--- src/rtl/count_unit_pkg.sv ---
// Shared types and constants for the count unit: FSM state, counter width and the wrap step.
package count_unit_pkg;

    localparam int unsigned COUNT_W = 4;
    localparam logic [COUNT_W-1:0] COUNT_MAX = COUNT_W'(15);

    typedef enum logic [1:0] {
        StIdle,
        StRun,
        StHold
    } state_e;

    typedef struct packed {
        logic [COUNT_W-1:0] count;
        logic               co;
    } step_t;

    // One count tick: increment, or reload from the init value with carry at COUNT_MAX.
    function automatic step_t count_step(input logic [COUNT_W-1:0] cur,
                                         input logic [COUNT_W-1:0] init);
        step_t s;
        if (cur == COUNT_MAX) begin
            s.count = init;
            s.co    = 1'b1;
        end else begin
            s.count = cur + COUNT_W'(1);
            s.co    = 1'b0;
        end
        return s;
    endfunction

endpackage

--- src/rtl/tick_gen.sv ---
// Prescaler: counts 0..DIV-1 while enabled and flags the terminal cycle as a tick.
module tick_gen #(
    parameter int unsigned DIV = 4
) (
    input  logic clk,
    input  logic rst,
    input  logic en,
    input  logic clr,
    output logic tick
);

    localparam int unsigned CW = (DIV > 2) ? $clog2(DIV) : 1;
    localparam logic [CW-1:0] Last = CW'(DIV - 1);

    logic [CW-1:0] cnt_q, cnt_d;

    always_comb begin
        cnt_d = cnt_q;
        if (clr) begin
            cnt_d = '0;
        end else if (en) begin
            cnt_d = (cnt_q == Last) ? '0 : cnt_q + CW'(1);
        end
    end

    assign tick = en & ~clr & (cnt_q == Last);

    always_ff @(posedge clk or posedge rst) begin
        if (rst) begin
            cnt_q <= '0;
        end else begin
            cnt_q <= cnt_d;
        end
    end

endmodule

--- src/rtl/count_unit.sv ---
// Prescaled 4-bit up counter with reload-on-wrap, pause/hold and a one-cycle carry pulse.
module count_unit
    import count_unit_pkg::*;
#(
    parameter int unsigned DIV = 4
) (
    input  logic               clk,
    input  logic               rst,
    input  logic               start,
    input  logic               pause,
    input  logic               stop,
    input  logic [COUNT_W-1:0] Din,
    output logic [COUNT_W-1:0] Count_out,
    output logic               Co,
    output logic               running
);

    state_e             state_q;
    logic [COUNT_W-1:0] count_q;
    logic [COUNT_W-1:0] init_q;
    logic               co_q;
    logic               running_q;

    logic  tick;
    logic  presc_en;
    logic  presc_clr;
    step_t step;

    // Leaving HOLD with pause low counts on that same edge, so a resume continues seamlessly.
    assign presc_en  = (state_q != StIdle) && !pause;
    assign presc_clr = start | stop;
    assign step      = count_step(count_q, init_q);

    tick_gen #(
        .DIV(DIV)
    ) u_tick_gen (
        .clk (clk),
        .rst (rst),
        .en  (presc_en),
        .clr (presc_clr),
        .tick(tick)
    );

    always_ff @(posedge clk or posedge rst) begin
        if (rst) begin
            state_q   <= StIdle;
            count_q   <= '0;
            init_q    <= '0;
            co_q      <= 1'b0;
            running_q <= 1'b0;
        end else begin
            co_q <= 1'b0;
            if (start) begin
                count_q   <= Din;
                init_q    <= Din;
                state_q   <= pause ? StHold : StRun;
                running_q <= 1'b1;
            end else if (stop) begin
                state_q   <= StIdle;
                running_q <= 1'b0;
            end else begin
                unique case (state_q)
                    StIdle: begin
                        state_q   <= StIdle;
                        running_q <= 1'b0;
                    end
                    StRun, StHold: begin
                        running_q <= 1'b1;
                        if (pause) begin
                            state_q <= StHold;
                        end else begin
                            state_q <= StRun;
                            if (tick) begin
                                count_q <= step.count;
                                co_q    <= step.co;
                            end
                        end
                    end
                    default: begin
                        state_q   <= StIdle;
                        running_q <= 1'b0;
                    end
                endcase
            end
        end
    end

    assign Count_out = count_q;
    assign Co        = co_q;
    assign running   = running_q;

endmodule

--- config.mk ---
export PLATFORM = sky130hd
export DESIGN_NAME = count_unit
export DESIGN_NICKNAME = d
export VERILOG_FILES = /design/src/rtl/count_unit_pkg.sv /design/src/rtl/tick_gen.sv /design/src/rtl/count_unit.sv
export SDC_FILE = /design/constraint.sdc
export NUM_CORES = 1
export LEC_CHECK = 0
export BUFFER_PORTS_ARGS = -buffer_cell sky130_fd_sc_hd__buf_2
export CORE_AREA = 2 2 39 41
export DETAILED_ROUTE_END_ITERATION = 7
export DIE_AREA = 0 0 41 43
export HOLD_SLACK_MARGIN = 0.05
export PLACE_DENSITY = 0.8
export SKIP_LAST_GASP = 1
export SYNTH_ARGS = -nofsm -noshare
export SYNTH_HDL_FRONTEND = slang
export SYNTH_SLANG_ARGS = --single-unit
--- constraint.sdc ---
create_clock -name clk -period 3.25 [get_ports clk]
set_clock_uncertainty 0.15 [all_clocks]
set_input_delay 0.8125 -clock clk [delete_from_list [all_inputs] [get_ports clk]]
set_output_delay 0.8125 -clock clk [all_outputs]
set_load 0.005 [all_outputs]
==> impl_metrics.csv <==
group,metric,value,unit
outcome,outcome,"finished clean",
clock_tree,cts_sinks,14,
worst_setup_path,worstPathCellList,"buf_2",
clock_tree,clock-root-buffer,"clkbuf_4",
route,drt_iter0_markers,7,
die,dieArea,1760,sq um
power_and_ir_drop,pwr-share-seq,57.4,%
route,ant_nets,0,
clock_tree,cts_resized,0,
worst_setup_path,endpoint_kind,"output pin",
power_and_ir_drop,comb_power_share,15.0,%
global_routing,grt_pass1_vias,459,
clock_tree,post_cts_buffers,0,
synth,synth.distinct_cells,24,
sta,rsz0062_at_grt,"no",
die,num_rows,14,
layout,antenna_cells,0,
route,routed_wirelength,1.21,mm
clock_tree,htreeDepth,1,
placement,hpwl,938,um
worst_setup_path,critPathTopFamily,"flip-flops",
clock_tree,cts_tree,"yes",
synth,synth.ff_latch_count,14,
layout,fin_cells,99,
worst_setup_path,cp.required,2.29,ns
sta,fmax,546,MHz
die,start_util,50.3,%
clock_tree,clk_latency,0.27,ns
sta,tightest_slew,0.526,ns
clock_tree,clk_pin_slew_worst_paths,0.08,ns
global_routing,antenna_found_initial,0,
synth,yosysWarnings,0,
route,drt-wirelength-per-cell,12.2,um
sta,finalCritPeriodShare,56.4,%
power_and_ir_drop,p_per_area,434,nW/um^2
sta,timing.final.crit_period,1.83,ns
synth,yosysSeqAreaShare,50.4,%
clock_tree,clockBufferDepth,2,
power_and_ir_drop,internal_power,0.253,mW
placement,dp.cells,96,
layout,syn_to_final_growth,13.3,%
worst_setup_path,cpPeakStageDelay,0.44,ns
worst_setup_path,cp.buffers_inverters,1,
worst_setup_path,critPathArrivalTime,0.87,ns
layout,layout_common_cells,"14 x dfrtp_1, 14 x buf_2, 8 x inv_1",
die,die_w,41,um
die,ios,15,
power_and_ir_drop,p_clk_share,27.6,%
route,drt-pass1-iter-count,4,
global_routing,grt_usage,15.7,%
placement,place.gp.congestion,0.740,
sta,setup-violations-final,0,
power_and_ir_drop,peakVddDrop,0.261,mV
route,remaining_drc_errors,0,
worst_setup_path,start_kind,"flop",
power_and_ir_drop,p_leak,0.401,nW
synth,syn-num-nets,81,
die,chipHeight,43,um
sta,hold_viol_final,0,
sta,slew_headroom,64.9,%
job,cap_violations,0,
worst_setup_path,slowest_stage,"dfrtp_1",
synth,synth_area_per_cell,10.1,sq um
route,avgViaCountPerCell,5.15,
power_and_ir_drop,switchingPower,0.0895,mW
global_routing,grt-ovfl-total,0,
global_routing,grt_pass1_wl,1.84,mm
placement,portBuffers,14,
clock_tree,numCtsBuffers,3,
power_and_ir_drop,finalPower,0.342,mW
min_path,hold_path.class,"reg -> reg",
sta,slew_violations,0,
die,design.core.area,1380,sq um
layout,num-nets-final,97,
worst_setup_path,critPathMaxFanout,6,
sta,fin_setup_tns,0,ns
synth,syn_area,696,sq um
global_routing,grt_max_degree,18,
clock_tree,hold_buffers,0,
synth,synth_cells,69,
layout,drive_gt1_share,26.5,%
power_and_ir_drop,switching_share,26.2,%
worst_setup_path,crit_type,"reg -> out",
route,dr_total_vias,510,
[metal layers]
| metal | global-route usage, % | wire [um] | share of wire [%] | up-vias |
|---|---|---|---|---|
| li1 | - | - | - | 261 |
| met1 | 20.1 | 531 | 44 | 231 |
| met2 | 23.1 | 598 | 49 | 14 |
| met3 | 3.14 | 57 | 4.7 | 4 |
| met4 | 10.0 | 23 | 1.9 | 0 |
| met5 | 0 | 0 | 0 | - |
[power groups by stage]
stage               registers (mW)  logic, mW  clock network (mW)
floorplan                    0.198     0.0342                   0
global placement             0.199     0.0498                   0
detailed placement           0.200     0.0519                   0
CTS                          0.197     0.0521              0.0974
global route                 0.198     0.0584               0.104
finish                       0.197     0.0512              0.0945
[worst paths after layout]
check | end | slack (ns) | depth (start not counted) | from
setup / recovery | Count_out[2] | 1.42 | 1 | Count_out[2]
hold / removal | init_q[3] | 0.37 | 2 | init_q[3]
setup reg to reg | Count_out[1] | 1.52 | 5 | Count_out[0]
hold reg to reg | init_q[3] | 0.37 | 2 | init_q[3]
max in group asynchronous | init_q[0] | 2.19 | 2 | rst
min in group asynchronous | state_q[0] | 0.41 | 2 | rst
[flip-flops by register name (all words and copies together), names as in the netlist]
signal and cells:
Count_out 4, init_q 4, state_q 2, running 1, Co 1, u_tick_gen.cnt_q 2
[cells in the mapped netlist]
cell type	instances	share of area [%]
mux2i_1	4	5.8
nor3_1	3	2.2
o31ai_1	1	1.1
dfrtp_1	14	50
nor3_2	1	1.4
nand3_1	4	2.9
o21ai_1	4	2.9
nand2_1	6	3.2
buf_2	1	0.72
a21oi_1	1	0.72
o21bai_1	1	1.1
mux2_1	1	1.6
a211oi_1	1	1.1
inv_1	8	4.3
a41o_1	1	1.4
o21ai_0	3	2.2
nor2b_2	2	2.5
and3_4	1	1.6
ha_1	3	5.4
a21o_1	1	1.1
nor2_1	5	2.7
clkbuf_1	1	0.54
nor2_4	1	1.6
buf_6	1	1.6
[cell type report]
| type | count | area, sq um |
|---|---|---|
| Multi-Input combinational cell | 44 | 295 |
| Timing Repair Buffer | 14 | 70.1 |
| Inverter | 8 | 30.0 |
| Sequential cell | 14 | 350 |
| Tap cell | 16 | 20.0 |
| Fill cell | 139 | 596 |
| Clock buffer | 3 | 22.5 |
[cells by family after synthesis]
group           synth area share, %
buf+inv                        7.19
flops                          50.4
compound gates                 11.5
simple gates                   18.2
mux                            7.37
fa+ha+maj                      5.40
[metrics by stage]
step	setup WS (ns)	instance area [sq um]	hold WS (ns)	utilization [%]
2_1_floorplan	1.52	696	0.337	-
3_3_place_gp	1.41	766	0.354	55.3
3_5_place_dp	1.38	766	0.362	55.3
4_1_cts	1.41	788	0.374	57.0
5_1_grt	1.37	788	0.399	57.0
6_report	1.42	788	0.371	57.0
No activity file was read; power rests on OpenSTA's default activity.
